File: src/rtl/pipelined_addsub.sv
// Pipelined adder/subtractor with valid/ready handshakes on both sides.
// The WIDTH-bit add is split into STAGES slices of WIDTH/STAGES bits.
// Operands are captured on acceptance. Each later clock adds one slice
// and passes its carry on to the next slice. A final register holds the
// result, the carry-out and the signed overflow flag.
// WIDTH must be an integer multiple of STAGES.
// Optional feature: define ADDSUB_SAT_EN to clamp results on signed overflow
// when the operand set was accepted with sat=1.
module pipelined_addsub #(
   parameter int WIDTH  = 6,
   parameter int STAGES = 2
) (
   input  logic             clk,
   input  logic             reset,
   input  logic [WIDTH-1:0] x,
   input  logic [WIDTH-1:0] y,
   input  logic             sub,
   input  logic             sat,
   input  logic             in_valid,
   output logic             in_ready,
   output logic [WIDTH-1:0] z,
   output logic             carry,
   output logic             overflow,
   output logic             out_valid,
   input  logic             out_ready
);

   localparam int SLICE = WIDTH / STAGES;
   localparam int LAST  = STAGES - 1;

   // Stage k holds the captured operands and the slices already summed.
   // It also holds the carry into slice k. Stage 0 has no slices summed yet.
   logic [STAGES-1:0] v_q, v_d;
   logic [STAGES-1:0] c_q, c_d;
   logic [WIDTH-1:0]  a_q [STAGES];
   logic [WIDTH-1:0]  a_d [STAGES];
   logic [WIDTH-1:0]  b_q [STAGES];
   logic [WIDTH-1:0]  b_d [STAGES];
   logic [WIDTH-1:0]  s_q [STAGES];
   logic [WIDTH-1:0]  s_d [STAGES];
   logic [SLICE:0]    slice_sum [STAGES];

   logic             out_valid_q, out_valid_d;
   logic [WIDTH-1:0] z_q, z_d;
   logic             carry_q, carry_d;
   logic             ovf_q, ovf_d;
   logic [WIDTH-1:0] raw_sum;
   logic             msb_cin;
   logic             advance;

`ifdef ADDSUB_SAT_EN
   logic [STAGES-1:0] sat_q, sat_d;
`else
   logic unused_sat;
   assign unused_sat = sat;
`endif

   // The whole pipeline moves together unless the output is stalled.
   assign advance  = !out_valid_q || out_ready;
   assign in_ready = advance;

   // Slice adder for each stage: slice k of A, slice k of the addend, stage carry.
   always_comb begin
      for (int k = 0; k < STAGES; k++) begin
         slice_sum[k] = {1'b0, a_q[k][k*SLICE +: SLICE]}
                      + {1'b0, b_q[k][k*SLICE +: SLICE]}
                      + {{SLICE{1'b0}}, c_q[k]};
      end
   end

   // Next state of the stage registers: capture at stage 0, then one slice per stage.
   always_comb begin
      // NOTE: every variable gets a value on every path, so no latch is inferred.
      v_d    = '0;
      c_d    = '0;
      a_d    = '{default: '0};
      b_d    = '{default: '0};
      s_d    = '{default: '0};
      v_d[0] = in_valid;
      a_d[0] = x;
      b_d[0] = sub ? ~y : y;
      c_d[0] = sub;
      for (int k = 1; k < STAGES; k++) begin
         v_d[k] = v_q[k-1];
         a_d[k] = a_q[k-1];
         b_d[k] = b_q[k-1];
         s_d[k] = s_q[k-1];
         s_d[k][(k-1)*SLICE +: SLICE] = slice_sum[k-1][SLICE-1:0];
         c_d[k] = slice_sum[k-1][SLICE];
      end
   end

`ifdef ADDSUB_SAT_EN
   // The saturation request travels with its operands.
   always_comb begin
      sat_d    = '0;
      sat_d[0] = sat;
      for (int k = 1; k < STAGES; k++) begin
         sat_d[k] = sat_q[k-1];
      end
   end
`endif

   // Final slice, carry-out, overflow, and clamping when saturation is enabled.
   always_comb begin
      raw_sum = s_q[LAST];
      raw_sum[LAST*SLICE +: SLICE] = slice_sum[LAST][SLICE-1:0];
      carry_d = slice_sum[LAST][SLICE];
      // The carry into the MSB is recovered from the MSB sum bit and the MSB operand bits.
      msb_cin     = raw_sum[WIDTH-1] ^ a_q[LAST][WIDTH-1] ^ b_q[LAST][WIDTH-1];
      ovf_d       = msb_cin ^ carry_d;
      out_valid_d = v_q[LAST];
      z_d         = raw_sum;
`ifdef ADDSUB_SAT_EN
      // On overflow the two operand signs match, so A's sign gives the true sign.
      if (sat_q[LAST] && ovf_d) begin
         z_d = a_q[LAST][WIDTH-1] ? {1'b1, {(WIDTH-1){1'b0}}}
                                  : {1'b0, {(WIDTH-1){1'b1}}};
      end
`endif
   end

   // Pipeline and output registers: cleared on reset, held during a stall.
   always_ff @(posedge clk or posedge reset) begin
      if (reset) begin
         // NOTE: the datapath arrays are reset as well as the valid bits,
         // so that z, carry and overflow read zero while reset is held.
         v_q         <= '0;
         c_q         <= '0;
         a_q         <= '{default: '0};
         b_q         <= '{default: '0};
         s_q         <= '{default: '0};
         out_valid_q <= 1'b0;
         z_q         <= '0;
         carry_q     <= 1'b0;
         ovf_q       <= 1'b0;
      end else if (advance) begin
         // NOTE: non-blocking assignments let every stage sample its predecessor's old value.
         v_q         <= v_d;
         c_q         <= c_d;
         a_q         <= a_d;
         b_q         <= b_d;
         s_q         <= s_d;
         out_valid_q <= out_valid_d;
         z_q         <= z_d;
         carry_q     <= carry_d;
         ovf_q       <= ovf_d;
      end
   end

`ifdef ADDSUB_SAT_EN
   // Saturation-request pipeline, advancing in step with the operands.
   always_ff @(posedge clk or posedge reset) begin
      if (reset) begin
         sat_q <= '0;
      end else if (advance) begin
         sat_q <= sat_d;
      end
   end
`endif

   assign out_valid = out_valid_q;
   assign z         = z_q;
   assign carry     = carry_q;
   assign overflow  = ovf_q;

endmodule

File: config.mk
export PLATFORM = sky130hd
export DESIGN_NAME = pipelined_addsub
export DESIGN_NICKNAME = d
export VERILOG_FILES = /design/src/rtl/pipelined_addsub.sv
export SDC_FILE = /design/constraint.sdc
export NUM_CORES = 1
export LEC_CHECK = 0
export CORE_AREA = 4 4 77 79
export DETAILED_ROUTE_END_ITERATION = 10
export DIE_AREA = 0 0 81 83
export HOLD_SLACK_MARGIN = 0.05
export PLACE_DENSITY_LB_ADDON = 0.1
export SYNTH_ARGS = -nofsm -noshare
export SYNTH_HDL_FRONTEND = slang
export SYNTH_SLANG_ARGS = --single-unit
File: constraint.sdc
create_clock -name clk -period 3.5 [get_ports clk]
set_input_delay 0.525 -clock clk [delete_from_list [all_inputs] [get_ports clk]]
set_output_delay 0.525 -clock clk [all_outputs]
set_load 0.005 [all_outputs]
## Word-level counts from Yosys, hierarchy flattened

Cells that the tools add are included.
W data, S select, Z words.

- Add/sub/neg operators: 4
- Muxes and demuxes: 1
- Bitwise operators: 4
- Reductions and logical operators: 2

Operator list:

| operator | number |
|---|---|
| $add A3 B3 Y4 | 2 |
| $add A4 B1 Y4 | 2 |
| $mux W6 | 1 |
| $not A6 Y6 | 1 |
| $xor A1 B1 Y1 | 3 |
| $logic_not A1 Y1 | 1 |
| $logic_or A1 B1 Y1 | 1 |

- Register bits: 40
- Bits of input ports: 18

## Depth between registers and ports, before layout

- Depth after elaboration: 5
- Mapped depth: 8
- Mapped depth without buffers: 8

## Worst setup path before layout

No wires, ideal clock.

- Path kind: register to register
- Start point: register c_q[1]
- End point: register ovf_q (netlist: overflow)
- Setup time: 0.127 ns
- Arrival time: 1.581 ns
- Required time: 3.373 ns
- Path slack: 1.792 ns
- Cell stages (with the launch flop): 9
- Path through: dfrtp_1 > inv_1 > fa_1 > inv_1 > fa_1 > xor2_1 > xnor2_1 > xnor2_1 > a21oi_1

- Cells in the longest elaborated chain, start to end: 4

RTL lines:

| item | RTL line | text |
|---|---|---|
| start: declaration | 34 | `logic [STAGES-1:0] c_q, c_d;` |
| start signal: assignment | 129 | `c_q <= '0;` |
| start signal: assignment | 140 | `c_q <= c_d;` |
| $add A4 B1 Y4 (*) | 67 | `+ {{SLICE{1'b0}}, c_q[k]};` |
| $xor A1 B1 Y1 (2 in series) | 110 | `msb_cin = raw_sum[WIDTH-1] ^ a_q[LAST][WIDTH-1] ^ b_q[LAST][WIDTH-1];` |
| $xor A1 B1 Y1 (*) | 111 | `ovf_d = msb_cin ^ carry_d;` |
| end signal: assignment | 147 | `ovf_q <= ovf_d;` |
| end: declaration | 46 | `logic ovf_q, ovf_d;` |

Mark *: on every way between the ends. The rest lies on a longest branch, timed or not.
A chain may end at the register's enable or synchronous reset.

## Worst setup path after layout

- Start point: input port out_ready
- End point: output port in_ready

- Cells in the longest elaborated chain, start to end: 1

RTL lines:

| item | RTL line | text |
|---|---|---|
| start: declaration | 25 | `input logic out_ready` |
| $logic_or A1 B1 Y1 | 59 | `assign advance = !out_valid_q \|\| out_ready;` |
| end: declaration | 20 | `output logic in_ready,` |

Every way passes these cells.

==> impl_metrics.tcl <==
set metrics [dict create \
    routed_via_density 4.20 \
    antenna_found_initial 0 \
    crit_path_end "in_ready" \
    ys_seq_elements 34 \
    syn_area_per_cell_sq_um 12.4 \
    cp_cell_sequence "clkdlybuf4s50_1 > nand2b_2 > clkdlybuf4s50_1" \
    crit_family "buffers and inverters" \
    clkTransAtPathRegs_ns 0.07 \
    slowest_stage "clkdlybuf4s50_1" \
    worstPathMaxFanout 2 \
    r2r_setup_slack_ns 1.64 \
    coreArea_sq_um 5340 \
    seq_power_share_pct 42.5 \
    gr-total-overflow 0 \
    p_leak_nw 0.832 \
    place_hpwl_um 1850 \
    switchingPower_uw 438 \
    syn_inst 124 \
    fin_skew_ns 0.00512 \
    routedWlPerCell_um 11.8 \
    gp_congestion 0.717 \
    timing.fmax_ghz 0.468 \
    path_common_cell "clkdlybuf4s50_1" \
    drc 0 \
    critical_path_class "primary input to output port" \
    num_io_pins 28 \
    relSlewSlack_pct 66.4 \
    finalHoldViolations 0 \
    ys_warn_count 0 \
    status "finished clean" \
    p_int_uw 991 \
    fin_ws_ns 1.36 \
    syn_nets 150 \
    swShare_pct 30.6 \
    netlist_top_cells_area "dfrtp_1 55%, mux2_2 12%, fa_1 5.2%" \
    drt_wl_total_um 2640 \
    hold_path_class "flop to flop" \
    final_nets 178 \
    cts_buffer_depth 2 \
    cellPowerDensity_nw_per_um2 739 \
    fillers 565 \
    timing.hold.ws_ns 0.471 \
    dr.pass1.iters 4 \
    cp.depth 3 \
    ir_worst_vdd_mv 0.283 \
    synth.distinct_cells 17 \
    worstPathRequired_ns 2.97 \
    end_kind "output port" \
    cts_buffers 5 \
    die_h_um 83 \
    timing.final.crit_share_pct 61.1 \
    netlist_area_sq_um 1530 \
    drive_gt1_share_pct 18.4 \
    die_w_um 81 \
    slew_violations 0 \
    vias 941 \
    cts_setup_buffers 0 \
    dp_worst_setup_slack_ns 1.33 \
    track_usage_pct 8.85 \
    setup_tns_ns 0 \
    setup_violations 0 \
    initial_core_util_pct 28.7 \
    syn2layout_area_growth_pct 26.1 \
    rows 27 \
    cts_tree "built" \
    cp-startpoint "out_ready" \
    clock_sinks 34 \
    synth.largest_area_cell "dfrtp_1" \
    yosysTopAreaCellShare_pct 55.5 \
    rsz0062_at_grt "no" \
    diodes 0 \
    reg2reg_to "overflow" \
    first_iter_violations 34 \
    grt_max_degree 51 \
    placed_cell_area_sq_um 1860 \
    maxCapViolations 0 \
    rr_startpoint "c_q[1]" \
    io_buffers 26 \
    fp.dieArea_sq_um 6720 \
    htree_levels 2 \
    max_stage_delay_ns 0.51 \
    crit_buf_inv 2 \
    synth_seq_area_share_pct 55.5 \
    arrival_ns 1.61 \
    final_antenna_net_count 0 \
    fin_area_sq_um 1930 \
    grt_pass1_wl_um 4590 \
    start_kind "primary input" \
    p_clk_share_pct 18.6 \
    cts-root-buf "clkbuf_8" \
    r2r_cells 8 \
    first_global_vias 1026 \
    post_cts_resized 0 \
    tightest_slew_ns 0.505 \
    pwr-share-comb_pct 39.0 \
    clk_latency_ns 0.28 \
    fin_crit_ns 2.14 \
    cts_hold_buf 0 \
]
-- per-stage QoR --
stage / util [%] / cells / total power, mW
after global routing: 36.2 / 224 / 1.56
after global placement: 34.8 / 217 / 1.17
after floorplan: - / 124 / 0.987
after detailed placement: 34.8 / 217 / 1.19
final: 36.2 / 224 / 1.43
after CTS: 36.2 / 224 / 1.47
-- registers in the layout, summed over array words and instances, names as in the netlist --
name	cells
b_q	3
a_q	3
raw_sum	3
out_valid	1
overflow	1
carry	1
z	6
a_d	6
c_q	2
b_d	6
v_q	2
-- power by group through the flow --
stage / clock network, mW / registers [mW] / logic (mW)
floorplan: 0 / 0.606 / 0.381
global placement: 0 / 0.612 / 0.563
detailed placement: 0 / 0.618 / 0.572
CTS: 0.285 / 0.611 / 0.574
global route: 0.294 / 0.629 / 0.639
finish: 0.265 / 0.607 / 0.557
-- Yosys cell counts, drive strengths merged --
master,count
nand2,5
nand2b,2
a31oi,1
a21o,2
mux2,17
fa,4
buf,6
xnor2,8
ha,4
a21oi,12
dfrtp,34
xor2,3
inv,9
clkbuf,1
o21ai,5
nor2,11
-- layer usage --
metal | vias to the layer above | global-route usage (%) | wire length, um
met5 | - | 0 | 0
met4 | 0 | 3.23 | 47
met3 | 6 | 3.25 | 123
met2 | 17 | 15.0 | 1420
met1 | 460 | 9.99 | 1040
li1 | 458 | - | -
-- layout by cell type (no fill, tap or decap), drive strengths merged --
cell / instances
nand2: 5
buf: 2
a21oi: 12
clkdlybuf4s50: 26
dfrtp: 34
xor2: 3
nor2: 11
ha: 4
inv: 9
fa: 4
mux2: 17
o21ai: 5
clkinv: 2
clkbuf: 5
nand2b: 2
a31oi: 1
a21o: 2
xnor2: 8
-- kinds of logic (layout without fill, tap and decap cells) --
logic type               count (synthesis)  after routing  share of synthesized area, %
flip-flops                              34             34                          55.5
AO/OA/AOI/OAI                           20             20                          7.34
AND/OR/NAND/NOR                         18             18                          4.73
multiplexers                            17             17                          12.5
buffers and inverters                   16             44                          5.22
XOR/XNOR                                11             11                          6.28
adder cells (fa/ha/maj)                  8              8                          8.48
-- layout make-up --
| cell class | count | area, sq um | share of cell area, % |
|---|---|---|---|
| Sequential cell | 34 | 851 | 44.0 |
| Multi-Input combinational cell | 74 | 606 | 31.3 |
| Clock inverter | 2 | 10.0 | 0.517 |
| Clock buffer | 5 | 68.8 | 3.56 |
| Inverter | 9 | 33.8 | 1.75 |
| Tap cell | 72 | 90.1 | 4.66 |
| Timing Repair Buffer | 28 | 275 | 14.2 |
-- how the worst min path moves through the flow --
stage                     slack [ns]   start  cells past startpoint        end
final                           0.47  v_q[1]                      1  out_valid
after global routing            0.49  v_q[1]                      1  out_valid
after CTS                       0.47  v_q[1]                      1  out_valid
after detailed placement        0.45  v_q[1]                      1  out_valid
after global placement          0.44  v_q[1]                      1  out_valid
after floorplan                 0.43  v_q[1]                      1  out_valid
Power figures use the tool's default switching activity.
==> patch 1, RTL diff (config.mk and constraints unchanged) <==
Build with the macro `ADDSUB_SAT_EN` defined.
--- a/src/rtl/pipelined_addsub.sv
+++ b/src/rtl/pipelined_addsub.sv
@@ -6,6 +6,8 @@
 // WIDTH must be an integer multiple of STAGES.
 // Optional feature: define ADDSUB_SAT_EN to clamp results on signed overflow
 // when the operand set was accepted with sat=1.
+`define ADDSUB_SAT_EN
+
 module pipelined_addsub #(
    parameter int WIDTH  = 6,
    parameter int STAGES = 2
Behaviour: not the same (Yosys sat finds a counterexample within 4 cycles, from zero or initial values and one cycle with reset high).
==> patch 1 against the unedited design <==
Clock power rose by 35%. Critical endpoint is now z[3]. Non-clock buffer count up 2. Setup slack lost 0.30 ns. Total power up 29%. Maximum frequency down 12%. Design area is 10% higher. Global-route usage rose by 1.6 points. Hold slack lost 0.0075 ns. Area after synthesis is 8.7% higher. Die area unchanged. Routed wire length rose by 15%. Sequential cell count rose by 2. Combinational power grew 46%.
==> patch 1: results (changes against the unedited design) <==
setup_path:
  worstPathArrival_ns: 2.65  # was 1.61 ns
  crit_path_max_fanout: 7  # was 2
  timing.critical_path.max_delay_family: "multiplexers"  # was buffers and inverters
  critPathMaxStageDelay_ns: 0.41  # was 0.51 ns
  worst-r2r-cell-count: 9  # was 8
  worst_path_max_delay_cell: "sky130_fd_sc_hd__fa_1"  # was sky130_fd_sc_hd__clkdlybuf4s50_1
placed_design:
  detailedPlacementHpwl_um: 2180  # was 1850 um
  post-place-ws_ns: 1.06  # was 1.33 ns
  port_buffers: 27  # was 26
  placed_cells: 267  # was 217
  detailed_place.area_um2: 2020  # was 1860 um^2
  gp_congestion: 0.750  # was 0.717
sta:
  worst_margin_slew_ns: 0.455  # was 0.505 ns
  achievable-frequency_mhz: 410  # was 468 MHz
  whs_ns: 0.464  # was 0.471 ns
  timing.clock.skew_ns: 0.000931  # was 0.00512 ns
global_routing:
  globalRouteTotalUtil: 0.105  # was 0.0885
  gr-usage-met3: 0.0390  # was 0.0325
  global_route.usage.met2: 0.161  # was 0.150
  pin_count_of_the_biggest_net_entering_global_routing: 39  # was 51
route:
  wl_met3_um: 147  # was 123 um
  vias: 1167  # was 941
  drt-wirelength-per-cell_um: 11.0  # was 11.8 um
  met2_length_um: 1390  # was 1420 um
  drt-met1-wl_um: 1430  # was 1040 um
  dr.first_iter.drc_count: 55  # was 34
cells_and_area:
  post_layout_nonfiller_instances: 275  # was 224
  drive_above_1_share: 0.0887  # was 0.184
  n_fill_cell: 587  # was 565
pwr:
  vdd_drop_max_mv: 0.302  # was 0.283 mV
synthesis:
  ys_top_cells_by_area: "sky130_fd_sc_hd__dfrtp_1 (54%), sky130_fd_sc_hd__nand2_1 (14%), sky130_fd_sc_hd__fa_1 (4.8%)"  # was sky130_fd_sc_hd__dfrtp_1 (55%), sky130_fd_sc_hd__mux2_2 (12%), sky130_fd_sc_hd__fa_1 (5.2%)
  synth.lib_cells_used.distinct: 25  # was 17
  synth.top_cells.by_count: "sky130_fd_sc_hd__nand2_1 (60), sky130_fd_sc_hd__dfrtp_1 (36), sky130_fd_sc_hd__o21ai_0 (11), sky130_fd_sc_hd__inv_1 (10), sky130_fd_sc_hd__a21oi_1 (9)"  # was sky130_fd_sc_hd__dfrtp_1 (34), sky130_fd_sc_hd__mux2_2 (17), sky130_fd_sc_hd__a21oi_1 (12), sky130_fd_sc_hd__nor2_1 (11), sky130_fd_sc_hd__inv_1 (9)
  synthesis.instances: 173  # was 124
  synthesized_nets: 199  # was 150
  seq_area_frac_synth: 0.540  # was 0.555
run_status:
  outcome: "finished, final reports clean"  # unchanged
## patch 1: report_power, final
part | total (mW) | internal [mW] | switching, mW
registers | 0.667 | 0.578 | 0.0899
clock network | 0.359 | 0.211 | 0.149
logic | 0.813 | 0.427 | 0.386
total | 1.84 | 1.21 | 0.625
## patch 1: kinds of logic after synthesis
group                      after synthesis  synth area share
and+or+nand+nor                         72             0.169
buffers and inverters                   18            0.0405
muxes                                    2            0.0172
AOI/OAI and AO/OA                       26            0.0885
adders and majority gates                8            0.0780
xor gates and xnor gates                11            0.0668
DFF                                     36             0.540
## patch 1: cell type report
class                      count  area, um^2  share of cell area
tap                           72        90.1              0.0422
multi-input combinational    119         702               0.329
inverter                      10        37.5              0.0176
timing repair buffer          30         293               0.137
sequential                    36         901               0.422
clock buffer                   5        68.8              0.0322
clock inverter                 3        42.5              0.0199
==> patch 2, RTL diff (same flow settings) <==
Without the edit above. Put one more register stage on the output `overflow`, cleared by the reset. The value now appears one clock later. The other outputs are not delayed to match.
--- a/src/rtl/pipelined_addsub.sv
+++ b/src/rtl/pipelined_addsub.sv
@@ -162,7 +162,13 @@
    assign out_valid = out_valid_q;
    assign z         = z_q;
    assign carry     = carry_q;
-   assign overflow  = ovf_q;
+   always_ff @(posedge clk or posedge reset) begin
+      if (reset) begin
+         overflow <= '0;
+      end else begin
+         overflow <= ovf_q;
+      end
+   end
 
 endmodule
 
Function: changed (a bounded check fails within 4 cycles, from zero or initial values and one cycle with reset high).
==> patch 2 against the unedited design <==
Routed wire length increased by 1.7%. Design area increased by 1.4%. Setup slack got worse by 0.018 ns. Highest routed layer unchanged. Area after synthesis increased by 1.6%. First-iteration DRC count decreased by 18%. Sequential cell count increased by 1. Largest power group unchanged. Final cell count increased by 0.89%. Total power increased by 1.9%. Global-route usage increased by 0.62 points.
==> patch 2: results (changes against the unedited design) <==
global_routing:
  globalRouteTotalUtil: 0.0947  # was 0.0885
  global_route.usage.met2: 0.149  # was 0.150
  grt_pass1_wl_um: 4840  # was 4590 um
  number_of_global_route_vias_before_repair: 1048  # was 1026
  globalRouteMet1Util: 0.112  # was 0.0999
cells_and_area:
  seq_area_frac: 0.446  # was 0.440
  num-nonclk-buffers: 28  # unchanged
  drive_above_1_share: 0.175  # was 0.184
  final_nets: 179  # was 178
  n_fill_cell: 562  # was 565
  num-clock-buffers: 7  # was 5
  clk_share: 0.0415  # was 0.0408
setup_path:
  reg2reg_to: "ovf_q"  # was overflow
  critPathMaxStageDelay_ns: 0.53  # was 0.51 ns
  reg2reg_setup_slack_ns: 1.66  # was 1.64 ns
  worstPathArrival_ns: 1.63  # was 1.61 ns
route:
  drt_wl_total_um: 2680  # was 2640 um
  vias_per_cell: 4.21  # was 4.20
  dr.first_iter.drc_count: 28  # was 34
  dr.pass1.iters: 3  # was 4
cts:
  clockBufferDepth: 2  # unchanged
placed_design:
  port_buffers: 26  # unchanged
  detailedPlacementHpwl_um: 1880  # was 1850 um
  post-place-ws_ns: 1.31  # was 1.33 ns
  gp_congestion: 0.707  # was 0.717
sta:
  slew_headroom: 0.663  # was 0.664
  achievable-frequency_mhz: 464  # was 468 MHz
  timing.clock.skew_ns: 0.00435  # was 0.00512 ns
hold_path:
  min_path_type: "flip-flop to flip-flop"  # unchanged
  hp-start: "ovf_q"  # was v_q[1]
  hold_path_end: "overflow"  # was out_valid
  min_path_cells: 0  # was 1
synthesis:
  synthesized_nets: 151  # was 150
  register_bit_count_reported_by_yosys: 35  # was 34
  synth.lib_cells_used.distinct: 17  # unchanged
  synthXorXnorAreaFrac: 0.0618  # was 0.0628
  seq_area_frac_synth: 0.562  # was 0.555
  synth-adder-area-share: 0.0835  # was 0.0848
  synth-compound-area-share: 0.0722  # was 0.0734
  synth.area.mux_share: 0.123  # was 0.125
  synth.top_cells.by_count: "sky130_fd_sc_hd__dfrtp_1 (35), sky130_fd_sc_hd__mux2_2 (17), sky130_fd_sc_hd__a21oi_1 (12), sky130_fd_sc_hd__nor2_1 (11), sky130_fd_sc_hd__inv_1 (9)"  # was sky130_fd_sc_hd__dfrtp_1 (34), sky130_fd_sc_hd__mux2_2 (17), sky130_fd_sc_hd__a21oi_1 (12), sky130_fd_sc_hd__nor2_1 (11), sky130_fd_sc_hd__inv_1 (9)
pwr:
  p_leak_nw: 0.841  # was 0.832 nW
  pwr-share-seq: 0.429  # was 0.425
  vdd_drop_max_mv: 0.267  # was 0.283 mV
run_status:
  outcome: "finished, final reports clean"  # unchanged
[patch 2: cell count changes in the layout (fill, tap and decap cells not counted)]
cell / change
sky130_fd_sc_hd__clkbuf_1: +2
sky130_fd_sc_hd__clkinv_2: -1
sky130_fd_sc_hd__dfrtp_1: +1
[patch 2: layer usage]
layer,vias to the layer above,share of wire
li1,460,-
met4,0,0.019
met1,466,0.44
met2,21,0.48
met3,5,0.060
met5,-,0
[patch 2: per-stage QoR]
| step | area, um^2 | power (mW) | utilization | cells | hold WS (ns) |
|---|---|---|---|---|---|
| after floorplan | 1560 | 1.01 | - | 125 | 0.354 |
| after global placement | 1880 | 1.19 | 0.352 | 218 | 0.363 |
| after detailed placement | 1880 | 1.21 | 0.352 | 218 | 0.368 |
| after CTS | 1960 | 1.50 | 0.368 | 226 | 0.384 |
| after global routing | 1960 | 1.59 | 0.368 | 226 | 0.407 |
| final | 1960 | 1.46 | 0.368 | 226 | 0.379 |
